**config.mk**
```make
export PLATFORM = sky130hd
export DESIGN_NAME = sr595_frame_driver_flat
export DESIGN_NICKNAME = d
export VERILOG_FILES = /design/src/rtl/sr595_frame_driver_if.sv /design/src/rtl/sr595_frame_driver.sv /design/src/flat_wrapper.sv
export SDC_FILE = /design/constraint.sdc
export NUM_CORES = 1
export LEC_CHECK = 0
export ABC_AREA = 0
export CORE_UTILIZATION = 25
export CTS_CLUSTER_DIAMETER = 40
export DETAILED_ROUTE_END_ITERATION = 16
export PLACE_DENSITY_LB_ADDON = 0.25
export RECOVER_POWER = 25
export SETUP_SLACK_MARGIN = 0.4
export SYNTH_ARGS = -nofsm -noshare
export SYNTH_HDL_FRONTEND = slang
export SYNTH_SLANG_ARGS = --single-unit
```
**constraint.sdc**
```tcl
create_clock -name clk_i -period 12.5 [get_ports clk_i]
set_clock_uncertainty 0.1 [all_clocks]
set_input_delay 2.5 -clock clk_i [delete_from_list [all_inputs] [get_ports clk_i]]
set_output_delay 2.5 -clock clk_i [all_outputs]
set_load 0.1 [all_outputs]
```
**src/rtl/sr595_frame_driver_if.sv**
```systemverilog
// rtl/sr595_frame_driver_if.sv - frame request/status handshake between the display mux and the 595 driver
interface sr595_frame_driver_if #(
  parameter int WIDTH = 84
);
  logic             start;
  logic [WIDTH-1:0] data;
  logic             busy;
  logic             done;

  modport master (output start, output data, input busy, input done);
  modport slave  (input start, input data, output busy, output done);
endinterface

```
**src/rtl/sr595_frame_driver.sv**
```systemverilog
// rtl/sr595_frame_driver.sv - serialises one WIDTH-bit frame into a 74HC595 chain (SRCLK/SER/RCLK)
// Optional /OE brightness PWM enabled by defining SR595_OE_PWM_EN.
module sr595_frame_driver #(
  parameter int WIDTH    = 84,
  parameter int CLK_DIV  = 1
`ifdef SR595_OE_PWM_EN
  ,
  parameter int PWM_BITS = 4
`endif
) (
  input  logic                clk_i,
  input  logic                rst_i,
  sr595_frame_driver_if.slave frm,
  output logic                sclk_o,
  output logic                data_o,
  output logic                latch_o
`ifdef SR595_OE_PWM_EN
  ,
  input  logic [PWM_BITS-1:0] duty_i,
  output logic                oe_n_o
`endif
);

  localparam int DIV_W = $clog2(CLK_DIV) + 1;
  localparam int BIT_W = (WIDTH > 2) ? $clog2(WIDTH) : 1;

  typedef enum logic [1:0] {IDLE, SHIFT, LATCH} state_t;

  state_t             state_q;
  logic [WIDTH-1:0]   shadow_q;
  logic [WIDTH-1:0]   pend_buf_q;
  logic               pending_q;
  logic [DIV_W-1:0]   div_q;
  logic [BIT_W-1:0]   bit_q;
  logic               sclk_q;
  logic               data_q;
  logic               latch_q;
  logic               busy_q;
  logic               done_q;
  logic               div_end;

  assign div_end = (div_q == DIV_W'(CLK_DIV - 1));

  // data_q carries the bit on the wire; shadow_q holds the bits still to go, left-aligned.
  always_ff @(posedge clk_i or posedge rst_i) begin
    if (rst_i) begin
      state_q    <= IDLE;
      shadow_q   <= '0;
      pend_buf_q <= '0;
      pending_q  <= 1'b0;
      div_q      <= '0;
      bit_q      <= '0;
      sclk_q     <= 1'b0;
      data_q     <= 1'b0;
      latch_q    <= 1'b0;
      busy_q     <= 1'b0;
      done_q     <= 1'b0;
    end else begin
      done_q <= 1'b0;
      case (state_q)
        IDLE: begin
          if (frm.start || pending_q) begin
            data_q    <= frm.start ? frm.data[WIDTH-1] : pend_buf_q[WIDTH-1];
            shadow_q  <= frm.start ? (frm.data << 1) : (pend_buf_q << 1);
            pending_q <= 1'b0;
            state_q   <= SHIFT;
            busy_q    <= 1'b1;
            div_q     <= '0;
            bit_q     <= '0;
            sclk_q    <= 1'b0;
          end
        end
        SHIFT: begin
          if (div_end) begin
            div_q <= '0;
            if (!sclk_q) begin
              sclk_q <= 1'b1;
            end else begin
              sclk_q <= 1'b0;
              if (bit_q == BIT_W'(WIDTH - 1)) begin
                state_q <= LATCH;
                latch_q <= 1'b1;
                data_q  <= 1'b0;
              end else begin
                data_q   <= shadow_q[WIDTH-1];
                shadow_q <= shadow_q << 1;
                bit_q    <= bit_q + BIT_W'(1);
              end
            end
          end else begin
            div_q <= div_q + DIV_W'(1);
          end
        end
        LATCH: begin
          if (div_end) begin
            div_q   <= '0;
            latch_q <= 1'b0;
            busy_q  <= 1'b0;
            done_q  <= 1'b1;
            state_q <= IDLE;
          end else begin
            div_q <= div_q + DIV_W'(1);
          end
        end
        default: state_q <= IDLE;
      endcase
      // A request arriving mid-frame is parked; the newest one overwrites older ones.
      if (busy_q && frm.start) begin
        pending_q  <= 1'b1;
        pend_buf_q <= frm.data;
      end
    end
  end

  assign sclk_o   = sclk_q;
  assign data_o   = data_q;
  assign latch_o  = latch_q;
  assign frm.busy = busy_q;
  assign frm.done = done_q;

`ifdef SR595_OE_PWM_EN
  logic [PWM_BITS-1:0] cnt_q, cnt_d;
  logic [PWM_BITS-1:0] duty_q, duty_d;

  // Duty only changes at wrap so a period never mixes two brightness levels.
  assign cnt_d  = cnt_q + PWM_BITS'(1);
  assign duty_d = (&cnt_q) ? duty_i : duty_q;

  always_ff @(posedge clk_i or posedge rst_i) begin
    if (rst_i) begin
      cnt_q  <= '0;
      duty_q <= '0;
    end else begin
      cnt_q  <= cnt_d;
      duty_q <= duty_d;
    end
  end

  assign oe_n_o = !(cnt_q < duty_q);
`endif

endmodule

```
**src/flat_wrapper.sv**
```systemverilog
// flat-port wrapper written by rule: the top's interface ports become plain ports
module sr595_frame_driver_flat 
#(
  parameter int WIDTH    = 84,
  parameter int CLK_DIV  = 1

)
  (clk_i, rst_i, sclk_o, data_o, latch_o, frm_start, frm_data, frm_busy, frm_done);
  sr595_frame_driver_if #(.WIDTH(WIDTH)) frm_i ();
  input  logic clk_i;
  input  logic rst_i;
  output logic sclk_o;
  output logic data_o;
  output logic latch_o;
  input wire logic [$bits(frm_i.start)-1:0] frm_start;
  input wire logic [$bits(frm_i.data)-1:0] frm_data;
  output wire logic [$bits(frm_i.busy)-1:0] frm_busy;
  output wire logic [$bits(frm_i.done)-1:0] frm_done;
  assign frm_i.start = frm_start;
  assign frm_i.data = frm_data;
  assign frm_busy = frm_i.busy;
  assign frm_done = frm_i.done;
  sr595_frame_driver #(.WIDTH(WIDTH), .CLK_DIV(CLK_DIV)) u_core (.clk_i(clk_i), .rst_i(rst_i), .frm(frm_i), .sclk_o(sclk_o), .data_o(data_o), .latch_o(latch_o));
endmodule
```
==> out/qor.txt, run 1 <==
total gr overflow: 0
Worst-Skew Late Latency: 0.43 ns
worst path required time: 12.82 ns
CP max FO: 110
CP bufs+invs: 3
Reg power frac: 0.440
# H-tree levels: 4
first-pass GRT wire length: 33300 microns
share of cells above drive strength 1: 0.227
number of max-cap violations: 3
endpoints failing hold: 0
CP Cell Sequence: dlygate4sd3_1, clkinvlp_2, buf_4
maximum vdd ir drop: 0.114 mV
number of synthesized flops with an enable pin: 0
final wirelength: 20200 microns
Netlist cell types: 37
clk sinks: 182
post-route clock period utilization: 0.542
RSZ-0062 raised after global routing: no
worst slack, placed: 7.23 ns
Vias/cell: 4.66
Residual DRC: 0
cell area after synthesis: 0.00894 sq mm
vias in the first global route: 6080
GRT Resource Usage Total: 0.116
Setup crit start kind: primary input
initial core utilization: 0.256
Die Ht: 191 microns
Power Density: 166 mW/mm^2
post-CTS sizing: 0
Mapped Cells: 724
status: finished, violations left
CP arrival: 7.10 ns
Post-Syn Nets: 812
Sw Share: 0.319
slowest CP cell: clkinvlp_2
Die W: 191 microns
Avg Cell Area, Syn: 12.3 sq um
worst setup margin: 5.72 ns
combinational share of power: 0.253
YS warnings: 0
register area share after synthesis: 0.509
Clk pwr share: 0.306
count leader, synth: dfrtp_1
delay-heaviest family, CP: buffers and inverters
Routability Congestion: 0.692
Hold Crit Class: reg -> reg
Routed Antenna Nets: 0
Vias: 5784
Inserted Clock Buffers: 17
Core Box Area: 0.0349 sq mm
# port buffers: 91
Critical Path Max Stage Delay: 2.81 ns
Final setup violation count: 0
DP HPWL: 12100 microns
CTS tree: done
Yosys top cell area share: 0.509
hold buffers post-CTS: 0
WL/cell: 16.3 microns
Crit. End Element: asynchronous set/reset pin
Post-CTS Setup Bufs: 0
initial antenna violation count: 0
Worst Min Path Start: u_core.shadow_q[1]$_DFFE_PP0P_
Ant. Diodes: 0
Internal Pwr Total: 1210 uW
reg2reg start: u_core.bit_q[0]$_DFFE_PP0P_
top cells by count, synth: dfrtp_1 (182), a31oi_1 (87), nor2_1 (87)
clock slew at reported path FFs: 0.07 ns
final net count: 861
P_leak: 0.00429 uW
First-pass DRT Iterations: 4
Rows: 68
Main synth FF type: dfrtp_1
crit path kind: in -> async
max frequency: 148 MHz
Period minus WS final: 6.78 ns
async set-or-reset flop fraction in the synthesized netlist: 1.00
top area cells in the synthesized netlist: dfrtp_1 (51%), mux2_2 (11%), mux2i_1 (9.4%), o2bb2ai_2 (8.4%), a31oi_1 (6.1%)
worst rel slew slack: -2.39
cell taking the most area after synthesis: dfrtp_1
# IOs: 92
DRT iter0 DRCs: 363
worst hold endpoint: u_core.shadow_q[1]$_DFFE_PP0P_
Reg2Reg Setup Slack: 7.69 ns
R2R depth: 5
Area growth, synth to finish: 19.5%
Clock Tree Root: clkbuf_16
failing checks: max-capacitance violations, max-slew violations
setup_tns: 0 ns
pin count of the biggest net entering global routing: 111
Yosys reg bits: 182
P_sw: 565 uW
Worst-Margin Slew: 5.06 ns
Slew Viols, Final: 242
Hold Path Stages: 1
Die Area: 0.0365 sq mm
worst flop-to-flop path endpoint: u_core.shadow_q[59]$_DFFE_PP0P_
CTS max path bufs: 2
==> layer usage <==
| layer | up-vias | global-route usage | part of all wire |
|---|---|---|---|
| li1 | 2810 | - | - |
| met1 | 2879 | 0.166 | 0.51 |
| met2 | 86 | 0.175 | 0.45 |
| met3 | 9 | 0.0228 | 0.035 |
| met4 | 0 | 0.0302 | 0.0080 |
| met5 | - | 0 | 0 |
==> power by group through the flow <==
stage | clock [uW] | combinational (uW) | sequential (uW)
floorplan | 0 | 364 | 795
global placement | 0 | 452 | 790
detailed placement | 0 | 458 | 789
CTS | 564 | 458 | 780
global route | 589 | 493 | 794
finish | 543 | 449 | 780
==> worst max-delay path by stage <==
stage	from	to	slack [ns]	cells after the start
after CTS	u_core.sclk_o$_DFFE_PP0P_	sclk_o	7.64	1
after floorplan	rst_i	u_core.bit_q[0]$_DFFE_PP0P_	4.96	1
after global placement	frm_start	u_core.bit_q[1]$_DFFE_PP0P_	7.23	6
after detailed placement	frm_start	u_core.bit_q[1]$_DFFE_PP0P_	7.23	6
after global routing	rst_i	u_core.pend_buf_q[20]$_DFFE_PP0P_	4.85	3
final	rst_i	u_core.pend_buf_q[34]$_DFFE_PP0P_	5.72	3
==> flip-flops by register name, summed over array words and instances, names as in the netlist <==
register	count
u_core.frm.busy	1
u_core.sclk_o	1
u_core.data_o	1
u_core.shadow_q	83
u_core.pending_q	1
u_core.bit_q	7
u_core.pend_buf_q	84
u_core.latch_o	1
u_core.state_q	2
u_core.frm.done	1
==> final cells by class <==
class / count / area [sq um]
inverter: 7 / 27.5
tap: 455 / 569
timing repair buffer: 98 / 957
sequential: 182 / 4550
multi-input combinational: 467 / 3990
clock inverter: 13 / 148
clock buffer: 18 / 439
fill: 3618 / 24200
==> placed cells by master (no fill, tap or decap), types with 2 or more instances in the layout <==
cell	n
and3_1	2
a21o_1	2
dfrtp_1	182
bufinv_16	2
nand3_1	2
buf_4	7
inv_6	3
nor2_1	87
nand2_1	7
clkdlybuf4s50_1	89
o21bai_1	2
o2bb2ai_2	50
o21ai_0	6
clkinv_4	3
o2bb2ai_1	33
a31oi_1	87
mux2_2	84
mux2i_1	84
nor3_1	3
clkinvlp_4	4
clkbuf_16	17
inv_1	6
==> logic make-up after synthesis <==
logic type | after synthesis | synth area share
DFF | 182 | 0.509
adders and majority gates | 1 | 0.00140
xor gates and xnor gates | 1 | 0.000980
and+or+nand+nor | 109 | 0.0494
muxes | 168 | 0.200
AOI/OAI and AO/OA | 188 | 0.192
buffers and inverters | 75 | 0.0473
==> through the flow <==
stage	cells	cell area, sq um	hold slack, ns	util	total power, uW
global placement	1209	10100	0.372	0.290	1240
floorplan	724	8940	0.349	-	1160
global route	1240	10700	0.402	0.306	1880
CTS	1240	10700	0.393	0.307	1800
detailed placement	1209	10100	0.370	0.290	1250
finish	1240	10700	0.386	0.306	1770
Power figures use the tool's default switching activity.
==> run 2: changes to the inputs <==
==> constraint.sdc (replaced) <==
create_clock -name clk_i -period 7.1 [get_ports clk_i]
set_clock_uncertainty 0.1 [all_clocks]
set_input_delay 1.42 -clock clk_i [delete_from_list [all_inputs] [get_ports clk_i]]
set_output_delay 1.42 -clock clk_i [all_outputs]
set_load 0.1 [all_outputs]
==> out/qor.txt, run 2 (synthesized netlist as in run 1, its figures left out) <==
Rows: 68
vias in the first global route: 6073
hold buffers post-CTS: 0
initial core utilization: 0.256
reg2reg start: u_core.bit_q[0]$_DFFE_PP0P_
first-pass GRT wire length: 33900 microns
worst path required time: 7.49 ns
Slew Viols, Final: 130
worst setup path end: u_core.frm.done$_DFF_PP0_
Routability Congestion: 0.668
Vias/cell: 4.68
Hold Crit Class: reg -> reg
post-CTS sizing: 0
# IOs: 92
max frequency: 230 MHz
# H-tree levels: 4
Routed Antenna Nets: 0
Multi-input gate area: 0.00399 sq mm
maximum vdd ir drop: 0.188 mV
Crit. End Element: asynchronous set/reset pin
GRT Resource Usage Total: 0.119
fill count: 3598
R2R depth: 6
delay-heaviest family, CP: buffers and inverters
setup_tns: 0 ns
Reg2Reg Setup Slack: 3.80 ns
number of max-cap violations: 1
max reg flops: 84
most frequent cells in the layout: dfrtp_1 (182), clkdlybuf4s50_1 (89), nor2_1 (87), a31oi_1 (87)
worst rel slew slack: -0.935
CP Launch Point: rst_i
clk sinks: 182
pin count of the biggest net entering global routing: 130
CTS tree: done
DP HPWL: 12200 microns
clock slew at reported path FFs: 0.07 ns
Setup crit start kind: primary input
CTS max path bufs: 2
Worst-Margin Slew: 2.90 ns
status: finished, violations left
Post-CTS Setup Bufs: 0
total gr overflow: 0
initial antenna violation count: 0
final wirelength: 20600 microns
Final setup violation count: 0
First-pass DRT Iterations: 4
worst flop-to-flop path endpoint: u_core.bit_q[1]$_DFFE_PP0P_
Worst-Skew Late Latency: 0.43 ns
WL/cell: 16.6 microns
failing checks: max-capacitance violations, max-slew violations
Period minus WS final: 4.34 ns
CP max FO: 129
crit path kind: in -> async
CP arrival: 4.73 ns
Die Ht: 191 microns
endpoints failing hold: 0
Critical Path Max Stage Delay: 1.80 ns
P_leak: 0.00432 uW
Final Util: 0.308
Inserted Clock Buffers: 17
post-route clock period utilization: 0.611
# port buffers: 91
Core Box Area: 0.0349 sq mm
Power Density: 298 mW/mm^2
CP bufs+invs: 3
Vias: 5806
RSZ-0062 raised after global routing: no
Crit path depth: 3
Die Area: 0.0365 sq mm
Die W: 191 microns
CP Cell Sequence: dlygate4sd3_1, clkinvlp_4, buf_4
commonest non-fill, non-tap cell in the layout: dfrtp_1
DRT iter0 DRCs: 269
register area: 0.00455 sq mm
slowest CP cell: clkinvlp_4
Residual DRC: 0
Biggest register: u_core.pend_buf_q
Clock Tree Root: clkbuf_16
final net count: 861
Largest regs: u_core.pend_buf_q (84), u_core.shadow_q (83), u_core.bit_q (7)
Ant. Diodes: 0
WHS: 0.392 ns
share of cells above drive strength 1: 0.228
Area growth, synth to finish: 20.2%
-- run 2: worst min path at each step --
stage / startpoint / end / cells past startpoint
after floorplan: u_core.shadow_q[1]$_DFFE_PP0P_ / u_core.shadow_q[1]$_DFFE_PP0P_ / 1
after global placement: u_core.data_o$_DFFE_PP0P_ / u_core.data_o$_DFFE_PP0P_ / 2
after detailed placement: u_core.shadow_q[9]$_DFFE_PP0P_ / u_core.shadow_q[9]$_DFFE_PP0P_ / 1
after CTS: u_core.shadow_q[23]$_DFFE_PP0P_ / u_core.shadow_q[23]$_DFFE_PP0P_ / 1
after global routing: u_core.shadow_q[15]$_DFFE_PP0P_ / u_core.shadow_q[15]$_DFFE_PP0P_ / 1
final: u_core.shadow_q[35]$_DFFE_PP0P_ / u_core.shadow_q[35]$_DFFE_PP0P_ / 1
-- run 2: per-layer routing --
layer / part of all wire / track usage
met2: 0.45 / 0.185
met3: 0.034 / 0.0274
met1: 0.51 / 0.165
met4: 0.0075 / 0.0299
met5: 0 / 0
-- run 2: report_power, final --
| group | internal, uW | switching (uW) | leakage (uW) |
|---|---|---|---|
| logic | 355 | 438 | 0.00172 |
| clock network | 603 | 437 | 0.000300 |
| registers | 1240 | 138 | 0.00230 |
| total | 2190 | 1010 | 0.00432 |
-- run 2: stage by stage --
stage | cell area, sq um | instances | setup WS [ns] | total power (uW)
finish | 10700 | 1240 | 2.76 | 3210
detailed placement | 10100 | 1209 | 3.01 | 2200
floorplan | 8940 | 724 | 0.636 | 2040
global placement | 10100 | 1209 | 3.03 | 2190
global route | 10700 | 1240 | 2.24 | 3390
CTS | 10800 | 1240 | 3.32 | 3260
-- run 2: final cells by class --
class                      count  share of cell area
clock buffer                  18              0.0409
clock inverter                13              0.0182
inverter                       7             0.00279
multi-input combinational    467               0.372
sequential                   182               0.424
tap                          455              0.0530
timing repair buffer          98              0.0898
==> run 3: changes to the inputs <==
==> constraint.sdc (replaced) <==
create_clock -name clk_i -period 4.2 [get_ports clk_i]
set_clock_uncertainty 0.1 [all_clocks]
set_input_delay 0.84 -clock clk_i [delete_from_list [all_inputs] [get_ports clk_i]]
set_output_delay 0.84 -clock clk_i [all_outputs]
set_load 0.1 [all_outputs]
==> out/qor.txt, run 3 (synthesized netlist as in run 1, its figures left out) <==
maximum vdd ir drop: 0.324 mV
clock slew at reported path FFs: 0.07 ns
post-CTS sizing: 0
Ant. Diodes: 0
status: finished, violations left
CP Cell Sequence: clkdlybuf4s50_1
failing checks: max-capacitance violations, max-slew violations
total power: 5280 uW
Vias/cell: 4.71
Core Box Area: 0.0349 sq mm
# port buffers: 91
Final setup violation count: 0
Post-CTS Setup Bufs: 0
WL/cell: 16.2 microns
DRT iter0 DRCs: 353
max reg flops: 84
Residual DRC: 0
initial core utilization: 0.256
CTS tree: done
Worst-Skew Late Latency: 0.44 ns
Period minus WS final: 3.14 ns
met3 Use GR: 0.0237
Worst-Margin Slew: 1.76 ns
Area growth, synth to finish: 20.3%
P_leak: 0.00433 uW
GRT Resource Usage Total: 0.113
most frequent cells in the layout: dfrtp_1 (182), clkdlybuf4s50_1 (89), nor2_1 (87), a31oi_1 (87)
Inserted Clock Buffers: 17
Vias: 5863
Critical Path Max Stage Delay: 1.24 ns
CP max FO: 10
Hold Crit Class: reg -> reg
pin count of the biggest net entering global routing: 115
Slew Viols, Final: 184
Post-Layout Cell Count: 1245
worst path required time: 3.26 ns
delay-heaviest family, CP: buffers and inverters
CP arrival: 2.20 ns
Power Density: 491 mW/mm^2
setup_tns: 0 ns
CTS max path bufs: 2
Rows: 68
max frequency: 318 MHz
Clock Tree Root: clkbuf_16
Biggest register: u_core.pend_buf_q
DP HPWL: 12000 microns
Die Area: 0.0365 sq mm
slowest CP cell: clkdlybuf4s50_1
First-pass DRT Iterations: 4
WHS: 0.389 ns
Routability Congestion: 0.679
worst rel slew slack: -0.173
initial antenna violation count: 0
endpoints failing hold: 0
number of max-cap violations: 2
# H-tree levels: 4
CP bufs+invs: 1
first-pass GRT wire length: 32900 microns
Crit. End Element: output port
share of cells above drive strength 1: 0.232
Die W: 191 microns
placed inst area: 0.0102 sq mm
Routed Antenna Nets: 0
total gr overflow: 0
clk sinks: 182
grt met2 use: 0.175
# IOs: 92
Setup crit start kind: flip-flop
final net count: 865
post-route clock period utilization: 0.748
vias in the first global route: 6114
Largest regs: u_core.pend_buf_q (84), u_core.shadow_q (83), u_core.bit_q (7)
final wirelength: 20100 microns
crit path kind: reg -> out
hold buffers post-CTS: 0
RSZ-0062 raised after global routing: no
Placed Cells: 1213
post-route cell area: 0.0108 sq mm
grt peak-use layer: met2
commonest non-fill, non-tap cell in the layout: dfrtp_1
met1 Use GR: 0.160
Die Ht: 191 microns
-- run 3: cell count changes in the layout (fill, tap and decap cells not counted), sizes merged --
cell    before  now
inv         10   12
clkbuf      18   21
buf          8    9
bufinv       4    1
clkinv       2    4
-- run 3: final timing paths --
kind                                                  from                           endpoint  slack (ns)  cells after the start
max                              u_core.sclk_o$_DFFE_PP0P_                             sclk_o        1.06                      1
min                        u_core.shadow_q[12]$_DFFE_PP0P_    u_core.shadow_q[12]$_DFFE_PP0P_        0.39                      1
max reg2reg                    u_core.bit_q[0]$_DFFE_PP0P_    u_core.shadow_q[38]$_DFFE_PP0P_        1.51                      6
min reg2reg                u_core.shadow_q[12]$_DFFE_PP0P_    u_core.shadow_q[12]$_DFFE_PP0P_        0.39                      1
max in group asynchronous                            rst_i    u_core.shadow_q[25]$_DFFE_PP0P_        1.52                      3
min in group asynchronous                            rst_i  u_core.pend_buf_q[66]$_DFFE_PP0P_        1.39                      3
-- run 3: cell type report --
cell class	instances	area (sq um)
fill	3576	24100
sequential	182	4550
multi-input combinational	467	3990
timing repair buffer	102	1030
tap	455	569
clock buffer	18	439
clock inverter	14	141
inverter	7	27.5
-- run 3: where the power goes --
part	leakage, uW	internal (uW)	switching [uW]
logic	0.00176	615	742
registers	0.00230	2090	229
clock network	0.000278	851	752
total	0.00433	3560	1720
-- run 3: per-layer routing --
metal / up-vias / wire length [microns]
met3: 10 / 650
met2: 89 / 8940
met4: 0 / 160
met1: 2942 / 10400
li1: 2822 / -
met5: - / 0
-- run 3: metrics by stage --
stage                util  worst slack (ns)
CTS                 0.310              1.02
finish              0.308              1.06
floorplan               -             0.923
global route        0.308             0.970
detailed placement  0.293              1.50
global placement    0.293              1.52
==> edit (flow settings as in run 3) <==
`WIDTH` is set to 84 in 3 places; all go to 42.
--- a/src/rtl/sr595_frame_driver_if.sv
+++ b/src/rtl/sr595_frame_driver_if.sv
@@ -2,3 +2,3 @@
 interface sr595_frame_driver_if #(
-  parameter int WIDTH = 84
+  parameter int WIDTH = 42
 );
--- a/src/rtl/sr595_frame_driver.sv
+++ b/src/rtl/sr595_frame_driver.sv
@@ -3,3 +3,3 @@
 module sr595_frame_driver #(
-  parameter int WIDTH    = 84,
+  parameter int WIDTH    = 42,
   parameter int CLK_DIV  = 1
--- a/src/flat_wrapper.sv
+++ b/src/flat_wrapper.sv
@@ -3,3 +3,3 @@
 #(
-  parameter int WIDTH    = 84,
+  parameter int WIDTH    = 42,
   parameter int CLK_DIV  = 1
Ports: changed (resized frm_data); port bits go from 92 to 50. The function was not compared with the original's and may differ.
==> edit against run 3 <==
- count of clock-buffer cells in the layout fell by 5
- sequential cell count fell by 85
- synthesized area fell by 49%
- non-clock buffer count fell by 46
- largest cell class unchanged
- first-iteration DRC count fell by 59%
- routed wire length fell by 52%
- setup slack improved by 72 ps
- power fell by 41%
- the run still ends with capacitance limit, slew limit left
- highest routed layer unchanged
- final area fell by 49%
- sequential power fell by 40%
- combinational power fell by 34%
- final cell count fell by 47%
==> edit: results <==
metrics = {
    "routing": {
        "viasPerCell": 4.82,
        "routedWlPerCell_um": 14.8,
        "number_of_violations_reported_at_the_end_of_detailed_routing_iteration_0": 146,
        "drt-total-wl_mm": 9.73,
    },
    "outcome": {
        "status": "finished, violations left",
        "violations": "capacitance limit, slew limit",
    },
    "setup_path": {
        "reg2regPathDepth": 5,
        "worst-endpoint-arrival_ps": 3190,
        "critPathTopFamily": "simple AND/OR/NAND/NOR gates",
        "ff2ff_setup_slack_ps": 1950,
        "critical_path.slowest_cell": "sky130_fd_sc_hd__nand2_2",
        "regToRegEndpoint": "u_core.shadow_q[36]$_DFFE_PP0P_",
        "critical_path.reg2reg.startpoint": "u_core.state_q[0]$_DFFE_PP0P_",
        "crit_path_max_fanout": 43,
        "critical-path-max-stage-delay_ps": 940,
    },
    "timing": {
        "final-max-slew-violation-count": 62,
        "slew_headroom": -0.559,
    },
    "synth": {
        "asyncSetResetFlopFracSynth": 1.00,
        "ys.warnings.count": 0,
        "post_synth.cell_area_avg_um2": 11.7,
        "synth-xor-area-share": 0,
        "synth_nets": 440,
        "synth_mux_area_frac": 0.196,
        "synth.area.top_cells": "sky130_fd_sc_hd__dfrtp_1 (53%), sky130_fd_sc_hd__mux2i_1 (9.4%), sky130_fd_sc_hd__o2bb2ai_1 (7.6%)",
        "share_of_the_synthesized_area_in_compound_gates_ao_oa_aoi_oai": 0.163,
        "post_synth_top_cells": "sky130_fd_sc_hd__dfrtp_1 (97), sky130_fd_sc_hd__nor2_1 (48), sky130_fd_sc_hd__a31oi_1 (43), sky130_fd_sc_hd__mux2i_1 (43), sky130_fd_sc_hd__o2bb2ai_1 (40)",
        "arithmetic_cell_share_of_the_synthesized_area_counting_full_adders_half_adders_and_majority_gates": 0.00544,
        "ys_types": 32,
        "synth_seq_area_share": 0.527,
    },
    "min_path": {
        "hold-path-cell-count": 1,
        "min_from": "u_core.shadow_q[1]$_DFFE_PP0P_",
        "timing.hold.worst_endpoint": "u_core.shadow_q[1]$_DFFE_PP0P_",
    },
    "global_routing": {
        "first_global_vias": 3263,
        "groute.layer.met3.usage": 0.0250,
        "overall_fraction_of_global_route_tracks_in_use": 0.114,
        "global_route.usage.met2": 0.178,
        "grt_start_max_net_pins": 62,
        "grt_first_pass_wirelength_mm": 16.7,
        "groute.layer.met1.usage": 0.149,
    },
    "power": {
        "cellInternalPower_uw": 2080,
        "leakage_uw": 0.00231,
        "ir_worst_vdd_uv": 239,
    },
    "finish": {
        "drive_above_1_share": 0.0930,
        "finalNetCount": 473,
        "final.fill_count": 1895,
        "reg_top3": "u_core.pend_buf_q x42, u_core.shadow_q x41, u_core.bit_q x6",
    },
    "clock_network": {
        "clkSlewWorstSetupHoldPaths_ps": 60,
        "cts.htree.levels": 3,
        "clk_path_buf_depth": 2,
        "tritoncts.num_buffers": 9,
        "clk_latency_ps": 340,
    },
    "placed_design": {
        "placedCellCount": 644,
        "buffer_ports.inserted": 49,
        "hpwlAfterDp_mm": 6.31,
        "gp_routability_congestion": 0.711,
        "pre_cts_slack_ps": 1310,
    },
    "flow_run": {
        "max_cap_viol_count": 1,
    },
}
[edit: cell count changes after synthesis, sizes merged, moves of 3 or more]
cell,delta
o21ai,+3
a31oi,-44
o2bb2ai,-43
dfrtp,-85
o31ai,+3
clkbuf,-25
inv,-4
buf,-9
mux2,-42
mux2i,-41
nor2,-39
[edit: routing by layer]
metal,routed length (µm),part of all wire
met1,4680,0.48
met2,4470,0.46
met3,343,0.035
met4,231,0.024
met5,0,0
[edit: worst max path at each step]
stage | depth (start not counted) | to | slack, ps | from
2_1_floorplan | 1 | u_core.bit_q[0]$_DFFE_PP0P_ | 730 | rst_i
3_3_place_gp | 6 | u_core.shadow_q[1]$_DFFE_PP0P_ | 1380 | frm_start
3_5_place_dp | 6 | u_core.shadow_q[1]$_DFFE_PP0P_ | 1310 | frm_start
4_1_cts | 1 | sclk_o | 1170 | u_core.sclk_o$_DFFE_PP0P_
5_1_grt | 2 | u_core.pend_buf_q[37]$_DFFE_PP0P_ | 610 | rst_i
6_report | 3 | u_core.pend_buf_q[26]$_DFFE_PP0P_ | 1130 | frm_start
[edit: stage by stage]
step | area, µm² | hold WS [ps]
final | 5530 | 386
after CTS | 5540 | 392
after floorplan | 4600 | 349
after global routing | 5530 | 396
after detailed placement | 5250 | 369
after global placement | 5250 | 361
[edit: power groups by stage]
stage / registers [µW] / logic (µW) / clock network (µW)
floorplan: 1430 / 686 / 0
global placement: 1400 / 893 / 0
detailed placement: 1410 / 919 / 0
CTS: 1400 / 919 / 850
global route: 1440 / 1010 / 891
finish: 1400 / 902 / 816
[edit: kinds of logic after synthesis]
| logic type | Yosys count |
|---|---|
| AO/OA/AOI/OAI | 103 |
| adder cells (fa/ha/maj) | 2 |
| buffers and inverters | 37 |
| multiplexers | 85 |
| flip-flops | 97 |
| AND/OR/NAND/NOR | 69 |
[edit: cell type report]
type | count | share of cell area
clock inverter | 2 | 0.00701
tap | 229 | 0.0518
multi-input combinational | 259 | 0.358
inverter | 3 | 0.00204
clock buffer | 13 | 0.0452
sequential | 97 | 0.439
timing repair buffer | 56 | 0.0971
[edit: worst register-to-register path, stage by stage, from the launching register on]
cell and delay, ps:
sky130_fd_sc_hd__dfrtp_1 470, sky130_fd_sc_hd__nor3_1 350, sky130_fd_sc_hd__a211o_2 170, sky130_fd_sc_hd__buf_4 440
sky130_fd_sc_hd__a21o_4 450, sky130_fd_sc_hd__o2bb2ai_1 200
